File: src/rtl/bram_fifo_ctrl.sv
// FIFO controller wrapping an external 1W/1R block RAM with a 1-cycle registered read.
// Owns the wrap-bit pointers, registered status/occupancy and one-cycle error pulses.
module bram_fifo_ctrl #(
   parameter int BLOCKSIZE = 10,
   parameter int AF_LEVEL  = 2040
) (
   input  logic                 clk,
   input  logic                 rst,
   input  logic                 wr_en,
   input  logic [31:0]          wr_data,
   input  logic                 rd_en,
   output logic [31:0]          rd_data,
   output logic                 rd_valid,
   output logic                 full,
   output logic                 empty,
   output logic                 almost_full,
   output logic [BLOCKSIZE+1:0] count,
   output logic                 overflow,
   output logic                 underflow,
   output logic [BLOCKSIZE:0]   w1_addr,
   output logic [31:0]          w1_din,
   output logic                 en_w1,
   output logic [BLOCKSIZE:0]   r1_addr,
   input  logic [31:0]          d1
);

   localparam int ADDR_W = BLOCKSIZE + 1;
   localparam int PTR_W  = ADDR_W + 1;
   localparam logic [PTR_W-1:0] DEPTH_P = {1'b1, {ADDR_W{1'b0}}};
   localparam logic [PTR_W-1:0] AF_P    = PTR_W'(AF_LEVEL);

   logic [PTR_W-1:0] r_wr_ptr;
   logic [PTR_W-1:0] r_rd_ptr;
   logic             r_full;
   logic             r_empty;
   logic             r_almost_full;
   logic [PTR_W-1:0] r_count;
   logic             r_rd_valid;
   logic             r_overflow;
   logic             r_underflow;

   logic             w_push_ok;
   logic             w_pop_ok;
   logic [PTR_W-1:0] w_wr_ptr_nxt;
   logic [PTR_W-1:0] w_rd_ptr_nxt;
   logic [PTR_W-1:0] w_count_nxt;

   assign w_push_ok    = wr_en & ~r_full;
   assign w_pop_ok     = rd_en & ~r_empty;
   assign w_wr_ptr_nxt = r_wr_ptr + {{ADDR_W{1'b0}}, w_push_ok};
   assign w_rd_ptr_nxt = r_rd_ptr + {{ADDR_W{1'b0}}, w_pop_ok};
   // Modulo subtraction; the wrap bit separates full (DEPTH) from empty (0).
   assign w_count_nxt  = w_wr_ptr_nxt - w_rd_ptr_nxt;

   // Write strobe is gated by reset so nothing lands in the RAM while held in reset.
   assign en_w1   = w_push_ok & ~rst;
   assign w1_addr = r_wr_ptr[ADDR_W-1:0];
   assign w1_din  = wr_data;
   assign r1_addr = r_rd_ptr[ADDR_W-1:0];
   assign rd_data = d1;

   always_ff @(posedge clk or posedge rst) begin
      if (rst) begin
         r_wr_ptr      <= '0;
         r_rd_ptr      <= '0;
         r_full        <= 1'b0;
         r_empty       <= 1'b1;
         r_almost_full <= 1'b0;
         r_count       <= '0;
         r_rd_valid    <= 1'b0;
         r_overflow    <= 1'b0;
         r_underflow   <= 1'b0;
      end else begin
         r_wr_ptr      <= w_wr_ptr_nxt;
         r_rd_ptr      <= w_rd_ptr_nxt;
         r_full        <= (w_count_nxt == DEPTH_P);
         r_empty       <= (w_count_nxt == '0);
         r_almost_full <= (w_count_nxt >= AF_P);
         r_count       <= w_count_nxt;
         r_rd_valid    <= w_pop_ok;
         r_overflow    <= wr_en & r_full;
         r_underflow   <= rd_en & r_empty;
      end
   end

   assign full        = r_full;
   assign empty       = r_empty;
   assign almost_full = r_almost_full;
   assign count       = r_count;
   assign rd_valid    = r_rd_valid;
   assign overflow    = r_overflow;
   assign underflow   = r_underflow;

endmodule

File: config.mk
export PLATFORM = sky130hd
export DESIGN_NAME = bram_fifo_ctrl
export DESIGN_NICKNAME = d
export VERILOG_FILES = /design/src/rtl/bram_fifo_ctrl.sv
export SDC_FILE = /design/constraint.sdc
export NUM_CORES = 1
export LEC_CHECK = 0
export BUFFER_PORTS_ARGS = -buffer_cell sky130_fd_sc_hd__buf_2
export CAP_MARGIN = 20
export CORE_MARGIN = 5
export CORE_UTILIZATION = 40
export CTS_BUF_LIST = sky130_fd_sc_hd__clkbuf_16
export DETAILED_ROUTE_END_ITERATION = 12
export PLACE_DENSITY = 0.78
export SLEW_MARGIN = 20
export SYNTH_ARGS = -nofsm -noshare
export SYNTH_HDL_FRONTEND = slang
export SYNTH_SLANG_ARGS = --single-unit
File: constraint.sdc
create_clock -name clk -period 3.7 [get_ports clk]
set_clock_uncertainty 0.2 [all_clocks]
set_input_delay 0.185 -clock clk [delete_from_list [all_inputs] [get_ports clk]]
set_output_delay 0.185 -clock clk [all_outputs]
set_load 0.01 [all_outputs]
# Word-level counts from Yosys, hierarchy flattened
# Cells that the tools add are included.
# W data, S select, Z words.
dict set report word_totals {
  reg_bits 42
  out_inout_bits 105
  elab_cells 23
  mem_count 0
  romBits 0
  latch_bits 0
  mem_bits_rw 0
}
dict set report classes {
  bitwise 8
  n_addsub 3
  div_mod_pow 0
  n_eq_ne 1
  mul 0
  reduce_logical 1
  magnitude_cmp 1
  muxes 0
  shifts 0
}
# cell count
set op_table {}
lappend op_table {{$add A12 B1 Y12} 2}
lappend op_table {{$eq A12 B12 Y1 const B} 1}
lappend op_table {{$ge A12 B11 Y1 const B} 1}
lappend op_table {{$logic_not A12 Y1} 1}
lappend op_table {{$sub A12 B12 Y12} 1}
lappend op_table {{$and A1 B1 Y1} 5}
lappend op_table {{$not A1 Y1} 3}

# Longest topological paths before layout
dict set report logic_depth {
  word_depth 5
  mapped_depth 15
  mapped_depth_nobuf 15
}

# Worst setup path after synthesis
# OpenSTA, ideal clock, no wires.
dict set report synth_timing {
  kind {flip-flop to flip-flop}
  from {register r_full, in the netlist full}
  to {register r_almost_full, in the netlist almost_full}
  t_arrival_ns 3.226
  path_slack_ns 0.153
  stages_incl_launch_ff 16
  period_less_slack_ns 3.547
  t_required_ns 3.380
  path_cell_list {dfrtp_1 -> nor2b_1 -> ha_1 -> ha_1 -> nand3_1 -> nor2_1 -> xor2_1 -> ha_1 -> clkbuf_1 -> a21o_1 -> a31oi_1 -> nor2_1 -> or4_1 -> and2_1 -> and3_1 -> a41o_1}
}
dict set report synth_via {
  elab_chain_cells 5
}
# item line
set synth_lines {}
lappend synth_lines {{start: declaration} 34} ;# logic r_full;
lappend synth_lines {{start signal: assignment} 76} ;# r_full <= (w_count_nxt == DEPTH_P);
lappend synth_lines {{$not A1 Y1} 48} ;# assign w_push_ok = wr_en & ~r_full;
lappend synth_lines {{$and A1 B1 Y1} 48}
lappend synth_lines {{$add A12 B1 Y12} 50} ;# assign w_wr_ptr_nxt = r_wr_ptr + {{ADDR_W{1'b0}}, w_push_ok};
lappend synth_lines {{net w_wr_ptr_nxt[6]} 44} ;# logic [PTR_W-1:0] w_wr_ptr_nxt;
lappend synth_lines {{$sub A12 B12 Y12} 53} ;# assign w_count_nxt = w_wr_ptr_nxt - w_rd_ptr_nxt;
lappend synth_lines {{net w_count_nxt[9]} 46} ;# logic [PTR_W-1:0] w_count_nxt;
lappend synth_lines {{$ge A12 B11 Y1} 78} ;# r_almost_full <= (w_count_nxt >= AF_P);
lappend synth_lines {{end signal: assignment} 78}
lappend synth_lines {{end: declaration} 36} ;# logic r_almost_full;
# The timed path passes the listed nets, and every way through them passes these cells.

# Worst setup path in the final report
dict set report layout_timing {
  from {register r_empty, in the netlist empty}
  to {register r_almost_full, in the netlist almost_full}
}
dict set report layout_via {
  elab_chain_cells 5
}
# item line
set layout_lines {}
lappend layout_lines {{start: declaration} 35} ;# logic r_empty;
lappend layout_lines {{start signal: assignment} 77} ;# r_empty <= (w_count_nxt == '0);
lappend layout_lines {{$not A1 Y1} 49} ;# assign w_pop_ok = rd_en & ~r_empty;
lappend layout_lines {{$and A1 B1 Y1} 49}
lappend layout_lines {{net w_pop_ok} 43} ;# logic w_pop_ok;
lappend layout_lines {{$add A12 B1 Y12} 51} ;# assign w_rd_ptr_nxt = r_rd_ptr + {{ADDR_W{1'b0}}, w_pop_ok};
lappend layout_lines {{$sub A12 B12 Y12} 53}
lappend layout_lines {{net w_count_nxt[9]} 46}
lappend layout_lines {{$ge A12 B11 Y1} 78}
# The timed path passes the listed nets, and every way through them passes these cells.

==> summary.md <==
| Metric | Value |
|---|---|
| Yosys top cell area share | 36.2% |
| Kind of critical path | reg -> reg |
| Core box area | 6830 µm² |
| Initial cell density of the core | 41.5% |
| DRT antenna net count | 0 |
| First-pass GRT wire length | 9820 µm |
| Site row count | 30 |
| Root buffer cell | clkbuf_16 |
| Async S/R FF share, synth | 100% |
| Combinational share of power | 61.3% |
| I/O Buffers | 44 |
| Antenna violations before repair | 0 |
| Post-synth EDFFs | 0 |
| Die Span Y | 94.2 µm |
| R2R cell count | 13 |
| Vias | 1,764 |
| HP Start | wr_en |
| Clock power frac | 13.6% |
| Clock-pin slew on the worst setup and hold paths | 0.06 ns |
| Worst ir drop on vdd | 0.353 mV |
| Type of origin of the critical path | flip-flop |
| CP arrival | 3.46 ns |
| DRC | 0 |
| WL/cell | 17.9 µm |
| DIE AREA | 8870 µm² |
| Mean Syn Cell Area | 9.84 µm² |
| Largest net degree at the start of global routing | 44 |
| GRT Residual Overflow | 0 |
| Final WL | 6320 µm |
| Hold Slack | 0.153 ns |
| Pwr dens | 1060 nW/µm² |
| P_sw | 1.34 mW |
| Main synth FF type | dfrtp_1 |
| Num CTS Buffers | 5 |
| CP Capture Type | flip-flop |
| Total of max-cap violations | 0 |
| Layout overhead on the synthesized area | -0.662% |
| Nets | 341 |
| Worst-Margin Slew | 0.595 ns |
| Final min period | 3.49 ns |
| Tcrit/Tclk final | 94.5% |
| Post-synth cell types | 44 |
| CTS tree | built |
| Sw Ratio | 45.0% |
| Pwr Total | 2.97 mW |
| Ratio of cells with drive above 1 in the final layout | 30.6% |
| Vias in the first global route | 1,773 |
| Hold Path Depth | 3 |
| ANT cells | 0 |
| Endpoint, Worst Hold | r_wr_ptr[0] |
| Drt pass-1 iters | 4 |
| CP Max Fanout | 6 |
| Hold Vio Cnt, Final | 0 |
| Die width | 94.2 µm |
| Slew HR | 60.0% |
| Setup_tns | 0 ns |
| Initial DRC count | 134 |
| All-Layer GR Usage | 14.9% |
| Clock sink count | 42 |
| Final setup fails | 0 |
| Max-slew violation count | 0 |
| Syn_nets | 372 |
| CP required | 3.66 ns |
| Worst-Skew Late Latency | 0.28 ns |
| Leak Pwr | 1.44 nW |
| Final Core Density | 41.2% |
| R2R Path Start | empty |
| DP Cell Count | 342 |
| Deepest clock path buffer count | 2 |
| # H-tree levels | 2 |
| Worst reg2reg path endpoint | almost_full |
| Synthesized area | 2840 µm² |
| Ranking of synthesized cells by area | dfrtp_1, buf_4, ha_1, xnor2_1, xor2_1 |
| Max Clk Rate | 0.286 GHz |
| Outcome | completed |
| Seq pwr share | 25.1% |
| IO Pins | 173 |
| P_int | 1.64 mW |
| Seq/Total Area, Yosys | 37.1% |
| Mapped Cells | 288 |
| Non-Filler Instances | 354 |
| HPWL after DPL | 4930 µm |
| Ys Warns | 0 |
| Via/cell ratio | 4.98 |
| Yosys top cell by area | dfrtp_1 |
| Postcts setup bufs | 0 |
| GPL Wtd Cong | 0.856 |
| Synth Register Bits | 42 |
| Reg2Reg Setup Slack | 0.21 ns |
| Hold WC Path Type | in -> reg |
## cells by family (layout without fill, tap and decap cells)
family | count (synthesis) | after routing | synth area share [%]
and+or+nand+nor | 59 | 59 | 11.2
AOI/OAI and AO/OA | 33 | 33 | 8.47
muxes | 1 | 1 | 0.397
DFF | 42 | 42 | 37.1
xor gates and xnor gates | 28 | 28 | 9.40
buffers and inverters | 108 | 78 | 25.7
adders and majority gates | 17 | 17 | 7.72
## final cells by class
type | instances | area (µm²)
fillers | 658 | 4020
multi-input cells | 138 | 1150
flip-flops and latches | 42 | 1050
repair buffers | 51 | 283
clock buffers | 5 | 125
well taps | 96 | 120
inverters | 19 | 71.3
clock inverters | 3 | 12.5
## state kept, by name (all words and copies together) (netlist names)
signal and cells:
r_wr_ptr 12, count 12, r_rd_ptr 12, rd_valid 1, almost_full 1, full 1, underflow 1, overflow 1
empty 1
## metal layers
layer	up-vias	global-route usage (%)	part of all wire, %
met5	-	0	0
met4	0	10.2	5.8
met3	39	5.45	8.9
met2	74	23.6	49
met1	848	16.5	36
li1	803	-	-
## cells in the final DEF, fill, tap and decap left out, types with 2 or more instances in the layout
cell type / count
a21o_1: 4
a21oi_1: 7
a31oi_1: 2
and2_1: 5
and2_2: 2
and3_1: 7
buf_2: 44
buf_4: 3
clkbuf_16: 5
dfrtp_1: 41
dlygate4sd3_1: 4
ha_1: 12
ha_2: 2
inv_1: 20
nand2_1: 8
nand3_1: 8
nand3_2: 3
nand4_1: 5
nor2_1: 9
nor2_4: 2
nor2b_1: 3
o21ai_0: 4
o31ai_1: 2
or3_1: 3
xnor2_1: 13
xnor2_2: 3
xor2_1: 8
xor2_2: 3
## worst max path at each step
stage	start	to	slack, ns	depth (start not counted)
3_3_place_gp	full	almost_full	0.18	14
6_report	empty	almost_full	0.21	13
2_1_floorplan	full	almost_full	0.15	15
5_1_grt	empty	full	-0.01	13
3_5_place_dp	full	full	0.07	13
4_1_cts	full	almost_full	0.05	13
## critical path, stage by stage, from the launching register on
cell	delay, ns
dfstp_2	0.37
nor2b_1	0.13
ha_1	0.22
ha_1	0.21
nand3_2	0.14
nor2_4	0.16
nand3_1	0.14
xor2_2	0.22
ha_4	0.25
a21o_1	0.21
or4_1	0.55
and2_1	0.21
and3_1	0.17
a41o_1	0.22
## per-stage QoR
step	setup WS, ns	area, µm²
global route	-0.0145	2820
global placement	0.183	2540
CTS	0.0480	2720
floorplan	0.153	2840
finish	0.205	2820
detailed placement	0.0720	2540
## Yosys cell counts (5+ instances only)
cell type  instances
nand3_1           11
nor2_1            11
nand2_1            8
inv_1             19
buf_4             86
and2_1             5
a21oi_1            7
dfrtp_1           41
xnor2_1           16
nand4_1            5
ha_1              15
and3_1             7
xor2_1            10
## what timing repair did
action,CTS,global route
hold endpoints to repair,44,0
gates resized for setup,0,18
hold buffers,4,0
endpoints found under the setup margin,0,3
## power by group through the flow
| stage | Combinational (mW) | Sequential, mW | Clock [mW] |
|---|---|---|---|
| 2_1_floorplan | 1.40 | 0.759 | 0 |
| 3_3_place_gp | 1.70 | 0.743 | 0 |
| 3_5_place_dp | 1.73 | 0.746 | 0 |
| 4_1_cts | 1.77 | 0.742 | 0.417 |
| 5_1_grt | 2.01 | 0.769 | 0.443 |
| 6_report | 1.82 | 0.747 | 0.405 |
Power figures use the tool's default switching activity.
